File: src/rtl/wr_ingress_ctrl.sv
// -----------------------------------------------------------------------------
// wr_ingress_ctrl
//   Write-side ingress stage of the async FIFO. Converts an upstream
//   valid/ready stream into FIFO write strobes through a 2-entry skid buffer,
//   so a full FIFO back-pressures upstream without dropping words. Also
//   derives the write-domain fill level and a programmable almost-full flag
//   from the local Gray write pointer and the synchronized Gray read pointer.
//
// Ports
//   i_clk, i_rst      write clock, synchronous active-high reset
//   i_s_valid/_data   upstream word and its valid
//   o_s_ready         upstream may transfer (registered)
//   o_w_en, o_wdata   write strobe and word towards the write-pointer block/RAM
//   i_wfull_flag      registered full flag from the write-pointer block
//   i_wptr            Gray write pointer (ADDRSIZE+1 bits)
//   i_rptr_sync       Gray read pointer, synchronized into i_clk
//   i_afull_thresh    almost-full threshold in words, 0 disables
//   o_wlevel          registered fill level 0..2^ADDRSIZE
//   o_afull_flag      registered almost-full
//
// Skid buffer states
//   state       | meaning
//   SKID_EMPTY  | no word buffered, o_w_en low
//   SKID_ONE    | head valid, tail free
//   SKID_TWO    | head and tail valid, upstream held off
// -----------------------------------------------------------------------------
module wr_ingress_ctrl #(
  parameter int ADDRSIZE = 4,
  parameter int DSIZE    = 8
) (
  input  logic                i_clk,
  input  logic                i_rst,
  input  logic                i_s_valid,
  input  logic [DSIZE-1:0]    i_s_data,
  output logic                o_s_ready,
  output logic                o_w_en,
  output logic [DSIZE-1:0]    o_wdata,
  input  logic                i_wfull_flag,
  input  logic [ADDRSIZE:0]   i_wptr,
  input  logic [ADDRSIZE:0]   i_rptr_sync,
  input  logic [ADDRSIZE:0]   i_afull_thresh,
  output logic [ADDRSIZE:0]   o_wlevel,
  output logic                o_afull_flag
);

  localparam int PW = ADDRSIZE + 1;

  typedef enum logic [1:0] {
    SKID_EMPTY = 2'd0,
    SKID_ONE   = 2'd1,
    SKID_TWO   = 2'd2
  } skid_state_e;

  skid_state_e       state_q, state_d;
  logic [DSIZE-1:0]  head_q, head_d;
  logic [DSIZE-1:0]  tail_q, tail_d;
  logic              ready_q, ready_d;
  logic [PW-1:0]     wlevel_q, wlevel_d;
  logic              afull_q, afull_d;

  logic              push;
  logic              pop;
  logic [PW-1:0]     wbin;
  logic [PW-1:0]     rbin;

  function automatic logic [PW-1:0] gray2bin(input logic [PW-1:0] g);
    logic [PW-1:0] b;
    b[PW-1] = g[PW-1];
    for (int i = PW - 2; i >= 0; i--) begin
      b[i] = b[i+1] ^ g[i];
    end
    return b;
  endfunction

  // pop mirrors the write-pointer block's increment condition (enable & ~full),
  // so each asserted o_w_en is exactly one RAM write.
  assign push   = i_s_valid & ready_q;
  assign o_w_en = (state_q != SKID_EMPTY) & ~i_wfull_flag;
  assign pop    = o_w_en;

  always_comb begin
    state_d = state_q;
    head_d  = head_q;
    tail_d  = tail_q;
    case (state_q)
      SKID_EMPTY: begin
        if (push) begin
          head_d  = i_s_data;
          state_d = SKID_ONE;
        end
      end
      SKID_ONE: begin
        case ({push, pop})
          2'b10: begin
            tail_d  = i_s_data;
            state_d = SKID_TWO;
          end
          2'b01: state_d = SKID_EMPTY;
          // head leaves to the RAM while the new word takes its place
          2'b11: head_d = i_s_data;
          default: ;
        endcase
      end
      SKID_TWO: begin
        // ready is low here, so only a pop can occur
        if (pop) begin
          head_d  = tail_q;
          state_d = SKID_ONE;
        end
      end
      default: state_d = SKID_EMPTY;
    endcase
    ready_d = (state_d != SKID_TWO);
  end

  // Level uses the lagging synchronized read pointer, so it is pessimistic;
  // words still in the skid buffer are not counted.
  assign wbin = gray2bin(i_wptr);
  assign rbin = gray2bin(i_rptr_sync);

  always_comb begin
    wlevel_d = wbin - rbin;
    afull_d  = (i_afull_thresh != '0) && (wlevel_d >= i_afull_thresh);
  end

  always_ff @(posedge i_clk) begin
    if (i_rst) begin
      state_q  <= SKID_EMPTY;
      head_q   <= '0;
      tail_q   <= '0;
      ready_q  <= 1'b0;
      wlevel_q <= '0;
      afull_q  <= 1'b0;
    end else begin
      state_q  <= state_d;
      head_q   <= head_d;
      tail_q   <= tail_d;
      ready_q  <= ready_d;
      wlevel_q <= wlevel_d;
      afull_q  <= afull_d;
    end
  end

  assign o_s_ready    = ready_q;
  assign o_wdata      = head_q;
  assign o_wlevel     = wlevel_q;
  assign o_afull_flag = afull_q;

endmodule

File: config.mk
export PLATFORM = sky130hd
export DESIGN_NAME = wr_ingress_ctrl
export DESIGN_NICKNAME = d
export VERILOG_FILES = /design/src/rtl/wr_ingress_ctrl.sv
export SDC_FILE = /design/constraint.sdc
export NUM_CORES = 1
export LEC_CHECK = 0
export ABC_CLOCK_PERIOD_IN_PS = 4890
export CAP_MARGIN = 20
export CORE_ASPECT_RATIO = 1.5
export CORE_MARGIN = 4
export CORE_UTILIZATION = 26
export CTS_CLUSTER_SIZE = 20
export DETAILED_ROUTE_END_ITERATION = 16
export GPL_TIMING_DRIVEN = 0
export SLEW_MARGIN = 20
export SYNTH_ARGS = -nofsm -noshare
export SYNTH_HDL_FRONTEND = slang
export SYNTH_SLANG_ARGS = --single-unit
File: constraint.sdc
create_clock -name i_clk -period 4.89 [get_ports i_clk]
set_clock_uncertainty 0.1 [all_clocks]
set_input_delay 1.2225 -clock i_clk [delete_from_list [all_inputs] [get_ports i_clk]]
set_output_delay 1.2225 -clock i_clk [all_outputs]
set_load 0.1 [all_outputs]
# Yosys cells after proc, flatten, opt, wreduce, memory -nomap -nowiden
# Cells that the tools add are included.
dict set report totals {
  output_inout_bits 16
  reg_bits 25
  elab_cells 43
  in_bits 27
}
dict set report classes {
  n_reduce_logical 7
  n_lt_le_gt_ge 1
  mux 8
  addsub 1
  eq_ne 9
  bitwise_logic 11
}
# op n
set ops {}
lappend ops {{$mux 8} 3}
lappend ops {{$pmux 8 s3} 1}
lappend ops {{$xor 1x1->1} 8}
lappend ops {{$eq 2x2->1 const B} 3}
lappend ops {{$ne 2x2->1 const B} 3}
lappend ops {{$pmux 2 s3} 1}
lappend ops {{$ge 5x5->1} 1}
lappend ops {{$reduce_bool 5->1} 1}
lappend ops {{$sub 5x5->5} 1}
lappend ops {{$eq 2x1->1 const B} 2}
lappend ops {{$mux 2} 2}
lappend ops {{$pmux 2 s2} 1}
lappend ops {{$reduce_and 4->1} 1}
lappend ops {{$reduce_bool 3->1} 1}
lappend ops {{$and 1x1->1} 2}
lappend ops {{$logic_not 2->1} 1}
lappend ops {{$ne 2x1->1 const B} 1}
lappend ops {{$reduce_and 2->1} 1}
lappend ops {{$reduce_bool 2->1} 1}
lappend ops {{$logic_and 1x1->1} 1}
lappend ops {{$not 1->1} 1}

# Depth between registers and ports, before layout
dict set report depth {
  ltp_word 7
  ltp_mapped 14
  depth_no_buf 14
}

# Worst setup path after synthesis
# OpenSTA, ideal clock, no wires.
dict set report synth_path {
  kind {input port to flip-flop}
  from {input port i_wptr[3]}
  to {register afull_q (netlist: o_afull_flag)}
  path_slack_ns 1.025
  arrival_ns 3.706
  n_path_buf 0
  required_ns 4.731
  cell_stages 14
  setup_ns 0.059
  path_cell_list {xor2_1 xnor2_1 xor2_1 xor2_1 ha_1 fa_1 nor2b_1 o21ai_0 a21oi_1 nor2b_1 ha_1 nor2_1 a211oi_1 o31a_1}
}
dict set report synth_between {
  elab_chain_len 7
}
# element line_no
set synth_lines {}
lappend synth_lines {{from (decl)} 39} ;# input logic [ADDRSIZE:0] i_wptr,
lappend synth_lines {{$xor 1x1->1 (*)} 70} ;# b[i] = b[i+1] ^ g[i];
lappend synth_lines {{$xor 1x1->1 (3 in series)} 70}
lappend synth_lines {{$sub 5x5->5 (*)} 122} ;# wlevel_d = wbin - rbin;
lappend synth_lines {{via wlevel_d[4]} 58} ;# logic [PW-1:0] wlevel_q, wlevel_d;
lappend synth_lines {{$ge 5x5->1 (*)} 123} ;# afull_d = (i_afull_thresh != '0) && (wlevel_d >= i_afull_thresh);
lappend synth_lines {{$logic_and 1x1->1 (*)} 123}
lappend synth_lines {{to (signal assigned)} 140} ;# afull_q <= afull_d;
lappend synth_lines {{to (decl)} 59} ;# logic afull_q, afull_d;
# Mark *: on every way through the listed nets, which the timed path passes. The rest lies on a longest branch.
# A chain may end at the register's enable or synchronous reset.

# Final worst setup path
dict set report layout_path {
  from {input port i_wfull_flag}
  to {output port o_w_en}
}
dict set report layout_between {
  elab_chain_len 2
}
# element line_no
set layout_lines {}
lappend layout_lines {{from (decl)} 38} ;# input logic i_wfull_flag,
lappend layout_lines {{$not 1->1} 78} ;# assign o_w_en = (state_q != SKID_EMPTY) & ~i_wfull_flag;
lappend layout_lines {{$and 1x1->1} 78}
lappend layout_lines {{to (decl)} 36} ;# output logic o_w_en,
# No other way between the ends.

==> out/qor_table.md <==
| Result | Value | Unit |
|:---|:---|:---|
| Aggregate routed wire length | 2905 | µm |
| Remaining antenna violation count after routing | 0 | - |
| Fraction of layout instances using a drive strength above 1 | 0.06915 | - |
| Bufs on Longest Clock Path | 2 | - |
| Number of antenna repair diodes | 0 | - |
| PnR worst setup slack | 0.5012 | ns |
| Filler cells | 568 | - |
| Highest ir drop seen on vdd | 0.1850 | mV |
| HPWL Detailed | 2311 | µm |
| Number of remaining DRC errors | 0 | - |
| 1st-iter DRT viols | 62 | - |
| Number of pins with negative max-slew slack in the final report | 0 | - |
| Area added between synthesis and finish | 39.98 | % |
| Headroom to the max-slew limit | 0.3394 | - |
| Synth Area in Simple Gates | 0.1333 | - |
| Final Hold Slack | 0.4049 | ns |
| Share of the core filled with cells in the final layout | 0.3718 | - |
| Count of H-tree levels built during CTS | 1 | - |
| Via total after detailed routing | 1,121 | - |
| Placeable Area | 5125 | µm² |
| Number of setup violations in the final report | 0 | - |
| PnR Total Power | 0.7307 | mW |
| Number of iterations in the first detailed-routing pass | 4 | - |
| Number of cells in the design after placement | 252 | - |
| Maximum number of pins on one net before global-route repair | 16 | - |
| Gate count after technology mapping | 143 | - |
| Flip-flop and latch count after synthesis | 25 | - |
| Number of gates resized after cts | 0 | - |
| Count of boundary I/O pins | 43 | - |
| Cells on worst reg2reg path | 8 | - |
| Vias per std cell | 4.379 | - |
| Clock slew at reported path FFs | 0.10 | ns |
| Total number of placement rows | 32 | - |
| Drt wl/cell | 11.35 | µm |
| Crit path time final | 4.389 | ns |
| Cell area after placement | 1857 | µm² |
| Total of warnings raised by yosys | 0 | - |
| Worst reg-to-reg setup slack | 3.10 | ns |
| Starting utilization of the core area | 0.2656 | - |
| Placer congestion estimate | 0.7484 | - |
| Total CTS buffers | 3 | - |
| Critical setup path kind | in -> out | - |
| Post-synthesis adder-cell area fraction | 0.1158 | - |
| Width of the chip | 67.08 | µm |
| Number of input and output port buffers inserted | 41 | - |
| Compound-gate portion of the synthesized area | 0.1186 | - |
| Overall fraction of global-route tracks in use | 0.09573 | - |
| Post-synthesis cell type count | 31 | - |
| Worst r2r dst | o_wdata[7]$_SDFFE_PP0P_ | - |
| Setup TNS | 0 | ns |
| Critical path required time | 3.57 | ns |
| Slew of the pin with the lowest slew margin | 0.9878 | ns |
| Buffer type at the clock tree root | sky130_fd_sc_hd__clkbuf_8 | - |
| Clock insertion delay at the later pin of the skew report | 0.28 | ns |
| Placement Setup Slack | 0.2144 | ns |
| Average cell area after synthesis | 9.520 | µm² |
| Post-route clock period utilization | 0.8975 | - |
| Antenna violations before repair | 0 | - |
| Post-Syn Area | 1361 | µm² |
| Number of violations of the max-capacitance limit | 0 | - |
| Outcome | complete, no violations | - |
| Max frequency | 227.9 | MHz |
| Reg-to-reg critical path startpoint | state_q[1]$_SDFF_PP0_ | - |
| Die span in y | 96.62 | µm |
| Number of buffers inserted to repair setup after CTS | 0 | - |
| Crit path arrival time | 3.07 | ns |
| Fin nets | 228 | - |
| Total number of clock tree sinks | 25 | - |
| Global-route wire length before repair | 4809 | µm |
| Static leakage | 0.8706 | nW |
| Largest family of logic cells by synthesized area | simple AND/OR/NAND/NOR gates | - |
| P per Cell Area | 383.4 | nW/µm² |
| Critical hold path startpoint | tail_q[1]$_SDFFE_PP0P_ | - |
| Final instance area | 1906 | µm² |
| Non-filler cells in the finished layout | 256 | - |
| Grt ovf | 0 | - |
| Total nets after synthesis | 182 | - |
| Vias in the first global route | 1,083 | - |
| Classification of the worst-slack hold path | reg -> reg | - |
| Category of the worst setup path launch point | input port | - |
| Clock tree from TritonCTS | done | - |
| Seq/Total Area, Yosys | 0.3676 | - |
| Critical Path End Type | output port | - |
| Crit path max fanout | 2 | - |
| Die Outline Area | 6481 | µm² |
| Unrepaired setup endpoints after global routing | false | - |
| Mux share of post-synthesis cell area | 0.1259 | - |
| Post-synthesis xor/xnor area fraction | 0.07629 | - |
| Number of cells traversed by the worst hold path | 2 | - |
| WHS Endpoint | tail_q[1]$_SDFFE_PP0P_ | - |
| Final number of hold-violating endpoints | 0 | - |
| Count of hold-fix buffers inserted at cts | 0 | - |
[per-layer routing]
layer | part of all wire | up-vias | routed length [µm] | GRT usage
li1 | - | 577 | - | -
met1 | 0.39 | 506 | 1141 | 0.1043
met2 | 0.52 | 31 | 1502 | 0.1659
met3 | 0.056 | 7 | 162 | 0.01742
met4 | 0.034 | 0 | 99 | 0.05469
met5 | 0 | - | 0 | 0
[state kept, by name (all words and copies together), names as in the netlist]
signal / count
state_q: 2
o_wdata: 8
o_s_ready: 1
o_wlevel: 5
tail_q: 8
o_afull_flag: 1
[synth_stat cells]
cell type | n | area, µm²
sky130_fd_sc_hd__nor2b_1 | 5 | 31.28
sky130_fd_sc_hd__a21o_1 | 1 | 7.510
sky130_fd_sc_hd__and2_1 | 1 | 6.260
sky130_fd_sc_hd__buf_2 | 2 | 10.01
sky130_fd_sc_hd__mux2i_1 | 16 | 160.2
sky130_fd_sc_hd__a211oi_2 | 2 | 25.02
sky130_fd_sc_hd__nor2_1 | 22 | 82.58
sky130_fd_sc_hd__fa_1 | 1 | 20.02
sky130_fd_sc_hd__dfxtp_1 | 25 | 500.5
sky130_fd_sc_hd__o31a_1 | 1 | 8.760
sky130_fd_sc_hd__o22ai_1 | 1 | 6.260
sky130_fd_sc_hd__xor2_1 | 6 | 52.55
sky130_fd_sc_hd__nand2_1 | 1 | 3.750
sky130_fd_sc_hd__nand3_1 | 1 | 5.000
sky130_fd_sc_hd__nand3b_1 | 3 | 22.52
sky130_fd_sc_hd__or2b_1 | 1 | 7.510
sky130_fd_sc_hd__clkbuf_1 | 3 | 11.26
sky130_fd_sc_hd__a21o_2 | 1 | 8.760
sky130_fd_sc_hd__a211oi_1 | 7 | 52.55
sky130_fd_sc_hd__a21oi_1 | 4 | 20.02
sky130_fd_sc_hd__nor3b_1 | 1 | 7.510
sky130_fd_sc_hd__o211ai_2 | 1 | 12.51
sky130_fd_sc_hd__ha_1 | 11 | 137.6
sky130_fd_sc_hd__inv_1 | 13 | 48.80
sky130_fd_sc_hd__o21ai_0 | 4 | 20.02
sky130_fd_sc_hd__mux2_2 | 1 | 11.26
sky130_fd_sc_hd__buf_8 | 1 | 15.01
sky130_fd_sc_hd__xnor2_2 | 1 | 16.27
sky130_fd_sc_hd__or3b_1 | 1 | 8.760
sky130_fd_sc_hd__xnor2_1 | 4 | 35.03
sky130_fd_sc_hd__nor4_1 | 1 | 6.260
[cells by family (layout without fill, tap and decap cells)]
group | count (synthesis) | in the layout
AO/OA/AOI/OAI | 22 | 22
XOR/XNOR | 11 | 11
adder cells (fa/ha/maj) | 12 | 12
buffers and inverters | 19 | 64
flip-flops | 25 | 25
multiplexers | 17 | 17
AND/OR/NAND/NOR | 37 | 37
[critical path: stages]
cell                              delay [ns]
sky130_fd_sc_hd__clkdlybuf4s50_1        0.43
sky130_fd_sc_hd__inv_1                  0.08
sky130_fd_sc_hd__o21ai_0                0.11
sky130_fd_sc_hd__inv_1                  0.09
sky130_fd_sc_hd__clkdlybuf4s50_1        1.13
[area by class of cell]
class	instances	area, µm²	share of cell area
multi-input cells	99	775.7	0.4071
repair buffers	41	410.4	0.2154
well taps	68	85.08	0.04465
inverters	13	48.80	0.02561
clock buffers	3	41.29	0.02167
plain buffers	6	36.28	0.01904
clock inverters	1	7.507	0.003940
flip-flops and latches	25	500.5	0.2626
[worst max path at each step]
stage	start	end	slack [ns]	cells past startpoint
after floorplan	i_wptr[3]	o_afull_flag$_SDFF_PP0_	1.02	14
after global placement	i_wptr[4]	o_afull_flag$_SDFF_PP0_	0.25	15
after detailed placement	i_wptr[4]	o_afull_flag$_SDFF_PP0_	0.21	15
after CTS	i_wptr[4]	o_afull_flag$_SDFF_PP0_	0.47	15
after global routing	i_wptr[4]	o_afull_flag$_SDFF_PP0_	0.22	15
final	i_wfull_flag	o_w_en	0.50	5
[placed cells by master, fill, tap and decap left out]
cell	instances
sky130_fd_sc_hd__clkbuf_1	3
sky130_fd_sc_hd__o31a_1	1
sky130_fd_sc_hd__nor2_1	22
sky130_fd_sc_hd__nand3_1	1
sky130_fd_sc_hd__a211oi_1	7
sky130_fd_sc_hd__buf_8	1
sky130_fd_sc_hd__and2_1	1
sky130_fd_sc_hd__clkinvlp_4	1
sky130_fd_sc_hd__ha_1	11
sky130_fd_sc_hd__xnor2_1	4
sky130_fd_sc_hd__clkdlybuf4s50_1	41
sky130_fd_sc_hd__xor2_1	6
sky130_fd_sc_hd__nand2_1	1
sky130_fd_sc_hd__nor2b_1	5
sky130_fd_sc_hd__mux2i_1	16
sky130_fd_sc_hd__or3b_1	1
sky130_fd_sc_hd__xnor2_2	1
sky130_fd_sc_hd__o22ai_1	1
sky130_fd_sc_hd__clkbuf_8	3
sky130_fd_sc_hd__a21o_2	1
sky130_fd_sc_hd__o211ai_2	1
sky130_fd_sc_hd__inv_1	13
sky130_fd_sc_hd__a21oi_1	4
sky130_fd_sc_hd__fa_1	1
sky130_fd_sc_hd__a211oi_2	2
sky130_fd_sc_hd__nor4_1	1
sky130_fd_sc_hd__mux2_2	1
sky130_fd_sc_hd__nand3b_1	3
sky130_fd_sc_hd__or2b_1	1
sky130_fd_sc_hd__o21ai_0	4
sky130_fd_sc_hd__a21o_1	1
sky130_fd_sc_hd__buf_2	2
sky130_fd_sc_hd__dfxtp_1	25
sky130_fd_sc_hd__nor3b_1	1
[where the power goes]
part / internal [mW] / switching [mW] / total (mW)
registers: 0.226 / 0.00891 / 0.235
logic: 0.122 / 0.245 / 0.367
clock network: 0.0579 / 0.0708 / 0.129
Power figures use the tool's default switching activity.
